==> config.mk <==
export PLATFORM = sky130hd
export DESIGN_NAME = lpc_cycle_decoder
export DESIGN_NICKNAME = d
export VERILOG_FILES = /design/src/rtl/lpc_pkg.sv /design/src/rtl/lpc_sync_tracker.sv /design/src/rtl/lpc_cycle_decoder.sv
export SDC_FILE = /design/constraint.sdc
export NUM_CORES = 1
export LEC_CHECK = 0
export BUFFER_PORTS_ARGS = -buffer_cell sky130_fd_sc_hd__buf_2
export CAP_MARGIN = 20
export CORE_MARGIN = 4
export CORE_UTILIZATION = 34
export DETAILED_ROUTE_END_ITERATION = 8
export GPL_ROUTABILITY_DRIVEN = 0
export SLEW_MARGIN = 10
export SYNTH_ARGS = -nofsm -noshare
export SYNTH_HDL_FRONTEND = slang
export SYNTH_HIERARCHICAL = 1
export SYNTH_SLANG_ARGS = --single-unit
==> constraint.sdc <==
create_clock -name lpc_clock -period 2.1 [get_ports lpc_clock]
set_input_delay 0.42 -clock lpc_clock [delete_from_list [all_inputs] [get_ports lpc_clock]]
set_output_delay 0.42 -clock lpc_clock [all_outputs]
set_load 0.05 [all_outputs]
==> src/rtl/lpc_pkg.sv <==
// Shared LPC decoder definitions: FSM states, cycle-type fields, SYNC codes, status codes.
// Latency: n/a (types and constants only).
// Backpressure: n/a.
package lpc_pkg;

  // One state per LPC field. The bus carries one nibble per clock.
  typedef enum logic [2:0] {
    S_IDLE    = 3'd0,
    S_START   = 3'd1,
    S_CYCTYPE = 3'd2,  // cycle type accepted; bus now carries address nibble 1
    S_ADDR    = 3'd3,
    S_TAR_H   = 3'd4,  // turnaround host -> peripheral
    S_SYNC    = 3'd5,
    S_DATA    = 3'd6,
    S_TAR_P   = 3'd7   // turnaround peripheral -> host
  } state_e;

  typedef enum logic [2:0] {
    ST_OK          = 3'd0,
    ST_SYNC_ERR    = 3'd1,
    ST_TIMEOUT     = 3'd2,
    ST_ABORT       = 3'd3,
    ST_UNSUPPORTED = 3'd4,
    ST_BAD_SYNC    = 3'd5
  } status_e;

  localparam logic [3:0] START_NIBBLE = 4'b0000;

  // Cycle type nibble: [3:2] space, [1] direction (1 = write), [0] reserved.
  localparam logic [1:0] CT_IO  = 2'b00;
  localparam logic [1:0] CT_MEM = 2'b01;

  localparam logic [3:0] SYNC_READY      = 4'b0000;
  localparam logic [3:0] SYNC_READY_ERR  = 4'b1010;
  localparam logic [3:0] SYNC_SHORT_WAIT = 4'b0101;
  localparam logic [3:0] SYNC_LONG_WAIT  = 4'b0110;

  function automatic logic ct_is_write(input logic [3:0] ct);
    return ct[1];
  endfunction

  // Counter value seen while the final address nibble is on the bus.
  function automatic logic [2:0] ct_addr_last(input logic [3:0] ct);
    return (ct[3:2] == CT_MEM) ? 3'd7 : 3'd3;
  endfunction

endpackage

==> src/rtl/lpc_sync_tracker.sv <==
// SYNC field classifier with consecutive-wait counter and timeout detection.
// Latency: classification is combinational on lpc_ad_i; counter updates on the clock edge.
// Backpressure: none; evaluated every clock while enable_i is high.
//
// Ports: clk_i/rst_ni clock and async active-low reset; lpc_ad_i bus nibble;
//        enable_i high while the parent sits in SYNC; clear_i zeroes the wait count;
//        ready_o/error_o/bad_o/timeout_o classification of the current nibble.
module lpc_sync_tracker
  import lpc_pkg::*;
#(
  parameter int SYNC_TIMEOUT = 31
) (
  input  logic       clk_i,
  input  logic       rst_ni,
  input  logic [3:0] lpc_ad_i,
  input  logic       enable_i,
  input  logic       clear_i,
  output logic       ready_o,
  output logic       error_o,
  output logic       bad_o,
  output logic       timeout_o
);

  localparam logic [7:0] WAIT_LIMIT = 8'(SYNC_TIMEOUT - 1);

  logic [7:0] wait_cnt_q, wait_cnt_d;
  logic       is_ready, is_wait;

  assign is_ready = (lpc_ad_i == SYNC_READY) || (lpc_ad_i == SYNC_READY_ERR);
  assign is_wait  = (lpc_ad_i == SYNC_SHORT_WAIT) || (lpc_ad_i == SYNC_LONG_WAIT);

  assign ready_o   = enable_i && is_ready;
  assign error_o   = enable_i && (lpc_ad_i == SYNC_READY_ERR);
  assign bad_o     = enable_i && !is_ready && !is_wait;
  // The wait that would bring the count to SYNC_TIMEOUT is the one that times out.
  assign timeout_o = enable_i && is_wait && (wait_cnt_q == WAIT_LIMIT);

  always_comb begin
    wait_cnt_d = wait_cnt_q;
    if (clear_i) begin
      wait_cnt_d = '0;
    end else if (enable_i) begin
      wait_cnt_d = is_wait ? wait_cnt_q + 8'd1 : 8'd0;
    end
  end

  always_ff @(posedge clk_i or negedge rst_ni) begin
    if (!rst_ni) begin
      wait_cnt_q <= '0;
    end else begin
      wait_cnt_q <= wait_cnt_d;
    end
  end

endmodule

==> src/rtl/lpc_cycle_decoder.sv <==
// Passive LPC bus cycle decoder: reports IO/memory cycles, aborts, timeouts and SYNC faults.
// Latency: out_valid rises on the clock edge that samples the final nibble of a cycle.
// Backpressure: none; the host owns the bus and the decoder follows it every clock.
//
// Ports: lpc_clock, lpc_reset (async active-low), lpc_frame (LFRAME#), lpc_ad (LAD[3:0]);
//        out_cyctype_dir, out_addr, out_data, out_status hold the last reported cycle;
//        out_valid is a one-clock pulse marking a new report.
module lpc_cycle_decoder
  import lpc_pkg::*;
#(
  parameter int ADDR_W       = 32,
  parameter int SYNC_TIMEOUT = 31,
  parameter bit ENABLE_MEM   = 1'b1
) (
  input  logic              lpc_clock,
  input  logic              lpc_reset,
  input  logic              lpc_frame,
  input  logic [3:0]        lpc_ad,
  output logic [3:0]        out_cyctype_dir,
  output logic [ADDR_W-1:0] out_addr,
  output logic [7:0]        out_data,
  output logic [2:0]        out_status,
  output logic              out_valid
);

  state_e             state_q, state_d;
  logic [2:0]         cnt_q, cnt_d;
  logic [3:0]         cyc_q, cyc_d;
  logic [31:0]        addr_q, addr_d;
  logic [7:0]         data_q, data_d;
  logic               err_q, err_d;

  logic               valid_q, valid_d;
  status_e            ostat_q, ostat_d;
  logic [ADDR_W-1:0]  oaddr_q, oaddr_d;
  logic [7:0]         odata_q, odata_d;
  logic [3:0]         ocyc_q, ocyc_d;

  logic               emit;
  status_e            emit_stat;
  logic               sync_clr;
  logic               sync_ready, sync_error, sync_bad, sync_timeout;
  logic               unsupported;

  lpc_sync_tracker #(
    .SYNC_TIMEOUT(SYNC_TIMEOUT)
  ) u_sync (
    .clk_i     (lpc_clock),
    .rst_ni    (lpc_reset),
    .lpc_ad_i  (lpc_ad),
    .enable_i  (state_q == S_SYNC),
    .clear_i   (sync_clr),
    .ready_o   (sync_ready),
    .error_o   (sync_error),
    .bad_o     (sync_bad),
    .timeout_o (sync_timeout)
  );

  // Decoded from the live bus nibble on the START exit clock.
  assign unsupported = lpc_ad[3] || (lpc_ad[3:2] == CT_MEM && !ENABLE_MEM);

  always_comb begin
    state_d   = state_q;
    cnt_d     = cnt_q;
    cyc_d     = cyc_q;
    addr_d    = addr_q;
    data_d    = data_q;
    err_d     = err_q;
    emit      = 1'b0;
    emit_stat = ST_OK;
    sync_clr  = 1'b0;

    if (!lpc_frame && lpc_ad == START_NIBBLE) begin
      // New cycle from anywhere; a cycle in flight is dropped silently.
      state_d = S_START;
      cnt_d   = '0;
      cyc_d   = '0;
      addr_d  = '0;
      data_d  = '0;
      err_d   = 1'b0;
    end else if (!lpc_frame && state_q != S_IDLE && state_q != S_START) begin
      // Abort wins over any field progress; partial fields are reported as-is.
      state_d   = S_IDLE;
      cnt_d     = '0;
      emit      = 1'b1;
      emit_stat = ST_ABORT;
    end else begin
      unique case (state_q)
        S_IDLE: ;
        S_START: begin
          if (lpc_frame) begin
            cyc_d = lpc_ad;
            if (unsupported) begin
              state_d   = S_IDLE;
              emit      = 1'b1;
              emit_stat = ST_UNSUPPORTED;
            end else begin
              state_d = S_CYCTYPE;
            end
          end else begin
            // A start code other than ours: not our cycle.
            state_d = S_IDLE;
          end
        end
        S_CYCTYPE: begin
          addr_d  = {addr_q[27:0], lpc_ad};
          cnt_d   = 3'd1;
          state_d = S_ADDR;
        end
        S_ADDR: begin
          addr_d = {addr_q[27:0], lpc_ad};
          if (cnt_q == ct_addr_last(cyc_q)) begin
            cnt_d   = '0;
            state_d = ct_is_write(cyc_q) ? S_DATA : S_TAR_H;
          end else begin
            cnt_d = cnt_q + 3'd1;
          end
        end
        S_TAR_H: begin
          if (cnt_q == 3'd0) begin
            cnt_d = 3'd1;
          end else begin
            cnt_d    = '0;
            sync_clr = 1'b1;
            state_d  = S_SYNC;
          end
        end
        S_SYNC: begin
          if (sync_bad) begin
            state_d   = S_IDLE;
            emit      = 1'b1;
            emit_stat = ST_BAD_SYNC;
          end else if (sync_timeout) begin
            state_d   = S_IDLE;
            emit      = 1'b1;
            emit_stat = ST_TIMEOUT;
          end else if (sync_ready) begin
            err_d   = err_q || sync_error;
            cnt_d   = '0;
            state_d = ct_is_write(cyc_q) ? S_TAR_P : S_DATA;
          end
        end
        S_DATA: begin
          // Low nibble arrives first, so shift in from the top.
          data_d = {lpc_ad, data_q[7:4]};
          if (cnt_q == 3'd0) begin
            cnt_d = 3'd1;
          end else begin
            cnt_d   = '0;
            state_d = ct_is_write(cyc_q) ? S_TAR_H : S_TAR_P;
          end
        end
        S_TAR_P: begin
          if (cnt_q == 3'd0) begin
            cnt_d = 3'd1;
          end else begin
            cnt_d     = '0;
            state_d   = S_IDLE;
            emit      = 1'b1;
            emit_stat = err_q ? ST_SYNC_ERR : ST_OK;
          end
        end
        default: state_d = S_IDLE;
      endcase
    end

    valid_d = emit;
    ostat_d = ostat_q;
    oaddr_d = oaddr_q;
    odata_d = odata_q;
    ocyc_d  = ocyc_q;
    if (emit) begin
      ostat_d = emit_stat;
      oaddr_d = addr_d[ADDR_W-1:0];
      odata_d = data_d;
      ocyc_d  = cyc_d;
    end
  end

  always_ff @(posedge lpc_clock or negedge lpc_reset) begin
    if (!lpc_reset) begin
      state_q <= S_IDLE;
      cnt_q   <= '0;
      cyc_q   <= '0;
      addr_q  <= '0;
      data_q  <= '0;
      err_q   <= 1'b0;
      valid_q <= 1'b0;
      ostat_q <= ST_OK;
      oaddr_q <= '0;
      odata_q <= '0;
      ocyc_q  <= '0;
    end else begin
      state_q <= state_d;
      cnt_q   <= cnt_d;
      cyc_q   <= cyc_d;
      addr_q  <= addr_d;
      data_q  <= data_d;
      err_q   <= err_d;
      valid_q <= valid_d;
      ostat_q <= ostat_d;
      oaddr_q <= oaddr_d;
      odata_q <= odata_d;
      ocyc_q  <= ocyc_d;
    end
  end

  assign out_valid       = valid_q;
  assign out_status      = ostat_q;
  assign out_addr        = oaddr_q;
  assign out_data        = odata_q;
  assign out_cyctype_dir = ocyc_q;

endmodule

==> impl_metrics.prom, run 1 <==
# TYPE chip_impl_metric gauge
chip_impl_info{name="startpoint_type",value="register"} 1
chip_impl_metric{name="netlist_area",unit="sq mm"} 0.00475
chip_impl_metric{name="routedWlPerCell",unit="um"} 16.3
chip_impl_metric{name="die_area",unit="sq mm"} 0.0159
chip_impl_info{name="setup_repair_after_global_routing_missed_its_margin",value="true"} 1
chip_impl_metric{name="design.core.area",unit="sq mm"} 0.0135
chip_impl_metric{name="num-fill-cells",unit=""} 1277
chip_impl_metric{name="dp_slack",unit="ns"} -0.373
chip_impl_info{name="tritoncts",value="built"} 1
chip_impl_metric{name="cts.path.max_buffers",unit=""} 2
chip_impl_info{name="post-synth-top-area-cell",value="dfrtp_1"} 1
chip_impl_metric{name="avgViaCountPerCell",unit=""} 5.13
chip_impl_metric{name="finalHoldViolations",unit=""} 0
chip_impl_metric{name="critPathArrivalTime",unit="ns"} 2.46
chip_impl_metric{name="initial_antenna_violation_count",unit=""} 0
chip_impl_metric{name="clkLatencyLatePin",unit="ns"} 0.35
chip_impl_metric{name="grt_use_total",unit="%"} 15.2
chip_impl_metric{name="finalWorstPathRequiredPeriod",unit="ns"} 2.23
chip_impl_metric{name="htreeDepth",unit=""} 3
chip_impl_metric{name="vdd.ir_drop.worst",unit="uV"} 738
chip_impl_info{name="main_synth_ff_type",value="dfrtp_1"} 1
chip_impl_metric{name="post-synth-top-area-fraction",unit="%"} 56.4
chip_impl_metric{name="floorplan.rows",unit=""} 42
chip_impl_metric{name="post_synth_edffs",unit=""} 0
chip_impl_metric{name="drt_iter0_drc",unit=""} 200
chip_impl_metric{name="max_slew.worst_pin.slew",unit="ns"} 0.554
chip_impl_metric{name="globalRoute.totalOverflow",unit=""} 0
chip_impl_metric{name="grt_pass1_vias",unit=""} 3868
chip_impl_metric{name="timing.max_slew.rel_slack",unit="%"} 63.0
chip_impl_metric{name="cts_made_buffers",unit=""} 9
chip_impl_metric{name="fraction_of_layout_instances_using_a_drive_strength_above_1",unit="%"} 33.1
chip_impl_metric{name="numClockSinks",unit=""} 107
chip_impl_metric{name="synth-seq-area-share",unit="%"} 56.4
chip_impl_info{name="clock-root-buffer",value="clkbuf_16"} 1
chip_impl_metric{name="die_h",unit="um"} 126
chip_impl_metric{name="yosysWarningCount",unit=""} 6
chip_impl_metric{name="drcViolationCount",unit=""} 0
chip_impl_metric{name="post-route-period-util",unit="%"} 106
chip_impl_metric{name="postSynthAreaPerCell",unit="sq um"} 10.7
chip_impl_metric{name="cp_max_fo",unit=""} 3
chip_impl_metric{name="setup_slack",unit="ns"} -0.133
chip_impl_metric{name="finalClockSkew",unit="ns"} 0.0146
chip_impl_metric{name="postSynthRegisterBits",unit=""} 107
chip_impl_metric{name="largest_net_degree_at_the_start_of_global_routing",unit=""} 42
chip_impl_metric{name="power.leakage",unit="uW"} 0.00314
chip_impl_metric{name="p_per_area",unit="mW/mm^2"} 1390
chip_impl_metric{name="hold_buffers",unit=""} 0
chip_impl_metric{name="synth_cells",unit=""} 444
chip_impl_metric{name="dr_total_vias",unit=""} 3689
chip_impl_metric{name="layout.nets",unit=""} 549
chip_impl_metric{name="net_count_of_the_mapped_netlist",unit=""} 455
chip_impl_metric{name="timing_max_transition_violations_final",unit=""} 0
chip_impl_info{name="synth.area.top_cells",value="dfrtp_1 (56%), mux2i_1 (7.8%), nor2_1 (3.9%), o21ai_0 (3.8%), o21ai_1 (3.7%)"} 1
chip_impl_metric{name="start_util",unit="%"} 35.3
chip_impl_metric{name="yosys.cell_types.count",unit=""} 56
chip_impl_metric{name="fin_util",unit="%"} 46.0
chip_impl_info{name="setup.worst_path.end_class",value="register"} 1
chip_impl_metric{name="achievable-frequency",unit="MHz"} 448
chip_impl_metric{name="worst_ep_required_time",unit="ns"} 2.33
chip_impl_info{name="hp-class",value="primary input to async pin"} 1
chip_impl_info{name="outcome",value="finished with violations"} 1
chip_impl_metric{name="setup_tns",unit="ns"} -4.62
chip_impl_metric{name="synth-async-reset-ratio",unit="%"} 100
chip_impl_metric{name="pin_count",unit=""} 55
chip_impl_metric{name="placement.io_buffers",unit=""} 54
chip_impl_metric{name="maxCapViolCount",unit=""} 0
chip_impl_metric{name="dp_hpwl",unit="um"} 7900
chip_impl_metric{name="flow.area_growth_from_synthesis",unit="%"} 30.4
chip_impl_metric{name="cts.clk_slew.worst_paths",unit="ns"} 0.08
chip_impl_info{name="criticalPathCategory",value="register to register"} 1
chip_impl_metric{name="finalSetupViolations",unit=""} 49
chip_impl_info{name="violations",value="negative setup slack"} 1
chip_impl_metric{name="routed_wirelength",unit="um"} 11700
chip_impl_metric{name="detailedRoute.firstPassIterationCount",unit=""} 4
chip_impl_metric{name="die_w",unit="um"} 126
chip_impl_metric{name="grt_pass1_wl",unit="um"} 19800
chip_impl_metric{name="ant_nets",unit=""} 0
chip_impl_metric{name="antenna_cells",unit=""} 0
[routing by layer]
layer	GRT usage, %	routed length, um
met5	0	0
met4	5.11	155
met3	2.67	297
met2	24.5	5780
met1	20.7	5500
[where the power goes]
part,leakage (uW),switching [uW],total (uW),internal [uW]
logic,0.00157,2570,3810,1240
registers,0.00143,396,3130,2740
clock network,0.000143,801,1660,859
total,0.00314,3770,8600,4840
[state kept, by name, summed over array words and instances (netlist names)]
signal	cells
addr_q	32
out_addr	32
data_q	8
out_data	8
u_sync/wait_cnt_q	8
cyc_q	4
out_cyctype_dir	4
cnt_q	3
out_status	3
state_q	3
err_q	1
out_valid	1
[cell usage in the layout, fill, tap and decap left out, types with 6 or more instances in the layout]
cell       instances
mux2i_1           37
nor3_1             6
nand2_1           30
nor2b_1            6
buf_4             45
nor2_1            48
buf_12             9
a21oi_1           18
buf_2             51
a22o_1            14
nand3_1           10
dfrtp_1          107
o21ai_2           19
clkbuf_16          9
o21ai_1           47
[critical path: stages (launching register included)]
cell	delay [ns]
dfrtp_1	0.37
and2b_1	0.20
and2_4	0.16
nand3b_1	0.11
nor3_4	0.22
nor2_2	0.08
o31a_1	0.29
o221ai_4	0.19
o21ai_4	0.13
buf_4	0.16
a22o_1	0.20
[cell type report]
type | instances | area, sq um | share of cell area (%)
well taps | 176 | 220 | 3.56
multi-input cells | 303 | 2120 | 34.2
inverters | 7 | 28.8 | 0.465
repair buffers | 110 | 850 | 13.7
flip-flops and latches | 107 | 2680 | 43.3
clock inverters | 6 | 55.1 | 0.889
clock buffers | 10 | 239 | 3.86
[metrics by stage]
step                      cell area, sq um  cells  power [uW]  hold WS, ns
final                                 6190    719        8600       0.0596
after global placement                5600    697        6560        0.433
after CTS                             6030    717        8480       0.0710
after floorplan                       4790    444        5620        0.124
after global routing                  6190    719        9120       0.0863
after detailed placement              5600    697        6640        0.445
[cells in the mapped netlist (2+ instances only)]
cell,number
nor2_1,49
o21ai_1,35
a31oi_1,2
buf_6,2
mux2i_1,37
a21o_1,2
inv_1,6
and3_1,5
nor3_1,7
a21oi_1,20
or2_2,3
nand2_1,31
clkbuf_1,3
ha_1,4
a22o_1,14
o211a_1,2
a41oi_1,2
nand2b_1,2
or3_1,2
buf_4,6
and2_1,2
nand3_1,11
xor2_1,2
buf_2,16
dfrtp_1,107
a2bb2oi_1,2
nor2b_1,6
o21ai_0,36
[final timing paths]
path	startpoint	to	slack, ns	cells past startpoint
max in group asynchronous	lpc_reset	u_sync/wait_cnt_q[5]	1.38	2
worst min register to register	out_addr[31]	out_addr[31]	0.50	2
min in group lpc_clock	lpc_ad[2]	data_q[6]	0.38	3
worst max register to register	state_q[1]	out_status[2]	-0.13	10
worst max-delay path	state_q[1]	out_status[2]	-0.13	10
worst min-delay path	lpc_reset	out_addr[25]	0.06	1
[logic make-up (layout without fill, tap and decap cells)]
kind of cell	after synthesis	after routing	synth area share, %
DFF	107	107	56.4
adders and majority gates	4	4	1.05
muxes	37	37	7.80
xor gates and xnor gates	3	3	0.553
and+or+nand+nor	133	133	13.7
AOI/OAI and AO/OA	126	126	16.6
buffers and inverters	34	133	3.90
[repair_timing]
| action | CTS | global route |
|---|---|---|
| gates resized for setup | 48 | 30 |
| cloned | 1 | 0 |
| setup endpoints to repair | 55 | 60 |
| pin swaps | 13 | 11 |
| setup buffers | 3 | 3 |
(Power assumes the default switching activity.)
==> inputs of run 2 (changes only) <==
- clock period: 2.1 -> 2.9 ns (I/O delays scaled with it)
==> run 2 against run 1 <==
  * The flow now finishes without violations
  * Power shrank 29%
  * Clock skew is 0.0056 ns lower
  * Count of clock-buffer cells in the layout fell by 1
  * Highest routed layer unchanged
==> impl_metrics.prom, run 2 (synthesis gave the netlist of run 1 again) <==
# TYPE chip_impl_metric gauge
chip_impl_info{name="outcome",value="completed"} 1
chip_impl_metric{name="postLayoutCellArea",unit="sq mm"} 0.00562
chip_impl_metric{name="num-fill-cells",unit=""} 1317
chip_impl_info{name="crit-reg2reg-launch",value="u_sync/wait_cnt_q[0]"} 1
chip_impl_metric{name="timing_max_transition_violations_final",unit=""} 0
chip_impl_metric{name="globalRoute.totalOverflow",unit=""} 0
chip_impl_metric{name="cts_made_buffers",unit=""} 9
chip_impl_metric{name="dr_total_vias",unit=""} 3533
chip_impl_metric{name="maxCapViolCount",unit=""} 0
chip_impl_metric{name="avgViaCountPerCell",unit=""} 5.19
chip_impl_metric{name="routedWlPerCell",unit="um"} 15.4
chip_impl_info{name="critical_path.slowest_cell",value="dfrtp_1"} 1
chip_impl_info{name="setup_repair_after_global_routing_missed_its_margin",value="false"} 1
chip_impl_metric{name="hold_buffers",unit=""} 0
chip_impl_metric{name="drcViolationCount",unit=""} 0
chip_impl_metric{name="die_h",unit="um"} 126
chip_impl_info{name="cp_common_cell",value="nor3_1"} 1
chip_impl_metric{name="numClockSinks",unit=""} 107
chip_impl_metric{name="setup_tns",unit="ns"} 0
chip_impl_metric{name="floorplan.rows",unit=""} 42
chip_impl_metric{name="routed_wirelength",unit="um"} 10500
chip_impl_metric{name="htreeDepth",unit=""} 3
chip_impl_info{name="timing.critical_path.cells",value="inv_1 > ha_1 > nor4b_1 > nand2_1 > nor3_1 > nor2_1 > buf_4 > and4b_1 > a221oi_2 > nor3_1 > or3_1"} 1
chip_impl_metric{name="finalClockSkew",unit="ns"} 0.00901
chip_impl_metric{name="post-route-period-util",unit="%"} 89.4
chip_impl_metric{name="total_power",unit="uW"} 6090
chip_impl_metric{name="power.leakage",unit="uW"} 0.00288
chip_impl_info{name="tritoncts",value="built"} 1
chip_impl_metric{name="dp_slack",unit="ns"} 0.172
chip_impl_metric{name="timing.max_slew.rel_slack",unit="%"} 64.5
chip_impl_metric{name="cts.clk_slew.worst_paths",unit="ns"} 0.08
chip_impl_info{name="final_common_cell",value="dfrtp_1"} 1
chip_impl_metric{name="finalHoldViolations",unit=""} 0
chip_impl_metric{name="crit_path_max_incr_delay",unit="ns"} 0.45
chip_impl_metric{name="pin_count",unit=""} 55
chip_impl_metric{name="fraction_of_layout_instances_using_a_drive_strength_above_1",unit="%"} 20.8
chip_impl_info{name="startpoint_type",value="register"} 1
chip_impl_metric{name="dp_hpwl",unit="um"} 7080
chip_impl_info{name="criticalPathCategory",value="register to register"} 1
chip_impl_metric{name="cts.path.max_buffers",unit=""} 2
chip_impl_metric{name="design.core.area",unit="sq mm"} 0.0135
chip_impl_metric{name="worst_ep_required_time",unit="ns"} 3.13
chip_impl_metric{name="p_per_area",unit="mW/mm^2"} 1080
chip_impl_metric{name="start_util",unit="%"} 35.3
chip_impl_metric{name="die_w",unit="um"} 126
chip_impl_info{name="cp_top_delay_family",value="simple AND/OR/NAND/NOR gates"} 1
chip_impl_metric{name="clkLatencyLatePin",unit="ns"} 0.35
chip_impl_info{name="most-common-layout-cells",value="dfrtp_1 (107), buf_2 (53), nor2_1 (49)"} 1
chip_impl_metric{name="post_cts.resized_instances",unit=""} 0
chip_impl_info{name="setup.worst_path.end_class",value="register"} 1
chip_impl_metric{name="place_area",unit="sq mm"} 0.00526
chip_impl_metric{name="grt_pass1_vias",unit=""} 3498
chip_impl_metric{name="critPathArrivalTime",unit="ns"} 2.82
chip_impl_metric{name="grt_pass1_wl",unit="um"} 17800
chip_impl_metric{name="finalWorstPathRequiredPeriod",unit="ns"} 2.59
chip_impl_info{name="hp-class",value="primary input to async pin"} 1
chip_impl_metric{name="cp_max_fo",unit=""} 7
chip_impl_metric{name="ant_nets",unit=""} 0
chip_impl_metric{name="finalSetupViolations",unit=""} 0
chip_impl_metric{name="placement.io_buffers",unit=""} 54
chip_impl_metric{name="detailedRoute.firstPassIterationCount",unit=""} 4
chip_impl_metric{name="grt_use_total",unit="%"} 13.5
chip_impl_metric{name="achievable-frequency",unit="MHz"} 386
chip_impl_metric{name="flow.area_growth_from_synthesis",unit="%"} 18.4
chip_impl_metric{name="initial_antenna_violation_count",unit=""} 0
chip_impl_info{name="cp-startpoint",value="u_sync/wait_cnt_q[0]"} 1
chip_impl_metric{name="die_area",unit="sq mm"} 0.0159
chip_impl_metric{name="largest_net_degree_at_the_start_of_global_routing",unit=""} 94
chip_impl_info{name="clock-root-buffer",value="clkbuf_16"} 1
chip_impl_metric{name="post-cts-setup-buffers",unit=""} 0
chip_impl_metric{name="setup_slack",unit="ns"} 0.307
chip_impl_metric{name="drt_iter0_drc",unit=""} 268
chip_impl_metric{name="crit_buf_inv",unit=""} 2
chip_impl_metric{name="layout.nets",unit=""} 510
chip_impl_metric{name="max_slew.worst_pin.slew",unit="ns"} 0.530
chip_impl_metric{name="vdd.ir_drop.worst",unit="uV"} 554
-- run 2: cell count changes in the layout (fill, tap and decap cells not counted), sizes merged --
cell and change:
inv -1, clkinv -1, diode +1, buf -39, bufinv +3, clkbuf -1
-- run 2: worst register-to-register path: cells and delay by family, from the launching register on --
family,cells,cell delay (ns)
adders and majority gates,1,0.14
and+or+nand+nor,7,1.32
DFF,1,0.45
buffers and inverters,2,0.25
AOI/OAI and AO/OA,1,0.31
-- run 2: final cells by class --
type	instances	area (sq um)	share of cell area, %
timing repair buffer	71	450	8.01
clock inverter	7	134	2.38
inverter	7	26.3	0.467
sequential	107	2680	47.6
multi-input combinational	303	1890	33.6
antenna	1	2.50	0.0445
tap	176	220	3.92
clock buffer	9	225	4.00
-- run 2: through the flow --
stage	utilization (%)	hold slack [ns]	std cells
after floorplan	-	0.284	444
after global placement	39.1	0.445	664
after detailed placement	39.1	0.447	664
after CTS	41.8	0.0686	680
after global routing	41.8	0.0672	680
final	41.8	0.0718	681
-- run 2: path summary, 6_finish.rpt --
path                            depth (start not counted)           end  slack, ns
worst max-delay path                                   11    state_q[0]       0.31
worst min-delay path                                    1  out_addr[29]       0.07
worst max register to register                         11    state_q[0]       0.31
worst min register to register                          2  out_addr[21]       0.50
max in group asynchronous                               2   out_addr[0]       2.05
min in group lpc_clock                                  2  out_addr[21]       0.50
-- run 2: routing by layer --
metal	GRT usage (%)	wire, um
met2	21.1	5030
met4	4.23	120
met1	18.7	4920
met3	3.09	442
met5	0	0
-- run 2: where the power goes --
part	total (uW)	internal [uW]	switching [uW]
clock	1440	860	575
sequential	2240	1980	262
combinational	2410	694	1710
total	6090	3540	2550
==> inputs of run 3 (changes only) <==
- CORE_MARGIN: 4 -> 5
==> run 3 against run 2 <==
  * Sequential power about the same
  * Power shrank 1.2%
  * Register-to-register slack worse by 0.07 ns
  * Non-clock buffer count shrank 2
  * First-iteration DRC count down 2.2%
  * Critical path type unchanged
  * Sequential cell count unchanged
  * Die area is 3.2% higher
  * Clock power fell by 7%
  * Via count decreased by 1.2%
  * Sequential share of layout area rose by 0.20 points
  * Critical path depth did not move
  * Hold slack better by 0.17 ns
==> impl_metrics.prom, run 3 (synthesis gave the netlist of run 1 again) <==
# TYPE chip_impl_metric gauge
chip_impl_metric{name="max_slew.worst_pin.slew",unit="ns"} 0.618
chip_impl_metric{name="setup_tns",unit="ns"} 0
chip_impl_metric{name="cellInternalPower",unit="uW"} 3450
chip_impl_metric{name="floorplan.rows",unit=""} 43
chip_impl_metric{name="die_h",unit="um"} 128
chip_impl_metric{name="pin_count",unit=""} 55
chip_impl_metric{name="crit_path_max_incr_delay",unit="ns"} 0.45
chip_impl_metric{name="cts.clk_slew.worst_paths",unit="ns"} 0.07
chip_impl_info{name="outcome",value="completed"} 1
chip_impl_metric{name="switching_power_of_the_nets",unit="uW"} 2560
chip_impl_metric{name="hold_buffers",unit=""} 0
chip_impl_metric{name="timing.max_slew.rel_slack",unit="%"} 58.8
chip_impl_info{name="setup_repair_after_global_routing_missed_its_margin",value="false"} 1
chip_impl_metric{name="critPathArrivalTime",unit="ns"} 2.88
chip_impl_metric{name="place_area",unit="sq mm"} 0.00528
chip_impl_metric{name="finalHoldViolations",unit=""} 0
chip_impl_metric{name="grt_use_total",unit="%"} 13.7
chip_impl_metric{name="dr_total_vias",unit=""} 3492
chip_impl_info{name="startpoint_type",value="register"} 1
chip_impl_metric{name="postLayoutCellArea",unit="sq mm"} 0.00560
chip_impl_metric{name="finalSetupViolations",unit=""} 0
chip_impl_metric{name="achievable-frequency",unit="MHz"} 376
chip_impl_metric{name="maxCapViolCount",unit=""} 0
chip_impl_metric{name="layout.nets",unit=""} 508
chip_impl_metric{name="seq_power_share",unit="%"} 37.5
chip_impl_info{name="cp_common_cell",value="nor3_1"} 1
chip_impl_metric{name="placement.io_buffers",unit=""} 54
chip_impl_metric{name="avgViaCountPerCell",unit=""} 5.12
chip_impl_metric{name="post_cts.resized_instances",unit=""} 0
chip_impl_info{name="most-common-layout-cells",value="dfrtp_1 (107), buf_2 (53), nor2_1 (49)"} 1
chip_impl_metric{name="dp_hpwl",unit="um"} 7190
chip_impl_metric{name="routed_wirelength",unit="um"} 10700
chip_impl_metric{name="ant_nets",unit=""} 0
chip_impl_metric{name="drcViolationCount",unit=""} 0
chip_impl_metric{name="numClockSinks",unit=""} 107
chip_impl_metric{name="vdd.ir_drop.worst",unit="uV"} 543
chip_impl_info{name="tritoncts",value="built"} 1
chip_impl_metric{name="timing_max_transition_violations_final",unit=""} 0
chip_impl_metric{name="clkLatencyLatePin",unit="ns"} 0.35
chip_impl_metric{name="post-route-period-util",unit="%"} 91.8
chip_impl_metric{name="cts_made_buffers",unit=""} 9
chip_impl_metric{name="largest_net_degree_at_the_start_of_global_routing",unit=""} 66
chip_impl_metric{name="initial_antenna_violation_count",unit=""} 0
chip_impl_metric{name="antenna_cells",unit=""} 0
chip_impl_info{name="timing.critical_path.cells",value="inv_1 > ha_1 > nor4b_1 > nand2_1 > nor3_1 > nor2_1 > buf_4 > and4b_1 > a221oi_2 > nor3_1 > or3_1"} 1
chip_impl_metric{name="start_util",unit="%"} 34.5
chip_impl_info{name="setup.worst_path.end_class",value="register"} 1
chip_impl_metric{name="post-cts-setup-buffers",unit=""} 0
chip_impl_metric{name="worst_ep_required_time",unit="ns"} 3.12
chip_impl_metric{name="die_w",unit="um"} 128
chip_impl_info{name="critical_path.slowest_cell",value="dfrtp_1"} 1
chip_impl_metric{name="finalWorstPathRequiredPeriod",unit="ns"} 2.66
chip_impl_metric{name="htreeDepth",unit=""} 3
chip_impl_metric{name="flow.area_growth_from_synthesis",unit="%"} 17.9
chip_impl_metric{name="grt_pass1_vias",unit=""} 3442
chip_impl_info{name="final_common_cell",value="dfrtp_1"} 1
chip_impl_metric{name="grt_pass1_wl",unit="um"} 18200
chip_impl_metric{name="cts.path.max_buffers",unit=""} 2
chip_impl_metric{name="power.clock.fraction",unit="%"} 22.2
chip_impl_metric{name="swShare",unit="%"} 42.6
chip_impl_info{name="clock-root-buffer",value="clkbuf_16"} 1
chip_impl_metric{name="combinationalPowerShare",unit="%"} 40.3
chip_impl_metric{name="finalClockSkew",unit="ns"} 0.0108
chip_impl_metric{name="die_area",unit="sq mm"} 0.0164
chip_impl_info{name="hp-class",value="primary input to async pin"} 1
chip_impl_metric{name="detailedRoute.firstPassIterationCount",unit=""} 4
chip_impl_metric{name="fin_util",unit="%"} 40.7
chip_impl_info{name="criticalPathCategory",value="register to register"} 1
chip_impl_metric{name="cp_max_fo",unit=""} 7
chip_impl_metric{name="fraction_of_layout_instances_using_a_drive_strength_above_1",unit="%"} 20.5
chip_impl_metric{name="p_per_area",unit="mW/mm^2"} 1070
chip_impl_metric{name="globalRoute.totalOverflow",unit=""} 0
chip_impl_metric{name="routedWlPerCell",unit="um"} 15.8
chip_impl_metric{name="power.leakage",unit="uW"} 0.00287
chip_impl_metric{name="drt_iter0_drc",unit=""} 262
chip_impl_metric{name="design.core.area",unit="sq mm"} 0.0138
-- run 3: layout make-up --
| cell class | instances | area, sq um |
|---|---|---|
| Clock buffer | 9 | 225 |
| Clock inverter | 7 | 97.6 |
| Fill cell | 1361 | 8170 |
| Inverter | 7 | 26.3 |
| Multi-Input combinational cell | 303 | 1890 |
| Sequential cell | 107 | 2680 |
| Tap cell | 180 | 225 |
| Timing Repair Buffer | 69 | 460 |
-- run 3: path summary, 6_finish.rpt --
| path | from | cells after the start | slack [ns] | endpoint |
|---|---|---|---|---|
| setup / recovery | u_sync/wait_cnt_q[0] | 11 | 0.24 | state_q[0] |
| hold / removal | lpc_reset | 1 | 0.25 | out_addr[25] |
| setup reg to reg | u_sync/wait_cnt_q[0] | 11 | 0.24 | state_q[0] |
| hold reg to reg | out_data[3] | 1 | 0.49 | out_data[3] |
| max in group asynchronous | lpc_reset | 2 | 1.90 | u_sync/wait_cnt_q[0] |
| min in group lpc_clock | out_data[3] | 1 | 0.49 | out_data[3] |
-- run 3: power groups by stage --
stage / logic (uW) / clock network, uW / registers (uW)
finish: 2420 / 1340 / 2250
global route: 2640 / 1420 / 2330
CTS: 2450 / 1350 / 2270
detailed placement: 2440 / 0 / 2290
global placement: 2410 / 0 / 2270
floorplan: 998 / 0 / 3050
-- run 3: critical path: cells and delay by family (launching register included) --
family	cells	cell delay, ns
flip-flops	1	0.45
adder cells (fa/ha/maj)	1	0.15
AND/OR/NAND/NOR	7	1.34
AO/OA/AOI/OAI	1	0.35
buffers and inverters	2	0.25
-- run 3: stage by stage --
step	setup slack, ns	power, uW	instances	hold slack, ns
3_5_place_dp	0.159	4730	666	0.477
5_1_grt	0.0268	6390	682	0.287
4_1_cts	0.240	6070	682	0.257
2_1_floorplan	0.348	4050	444	0.284
6_report	0.239	6010	682	0.246
3_3_place_gp	0.167	4690	666	0.480
-- run 3: metal layers --
metal	up-vias	global-route usage, %	part of all wire (%)
met5	-	0	0
met3	10	2.42	3.2
met2	69	21.2	47
li1	1680	-	-
met4	0	4.68	1.4
met1	1733	19.4	49
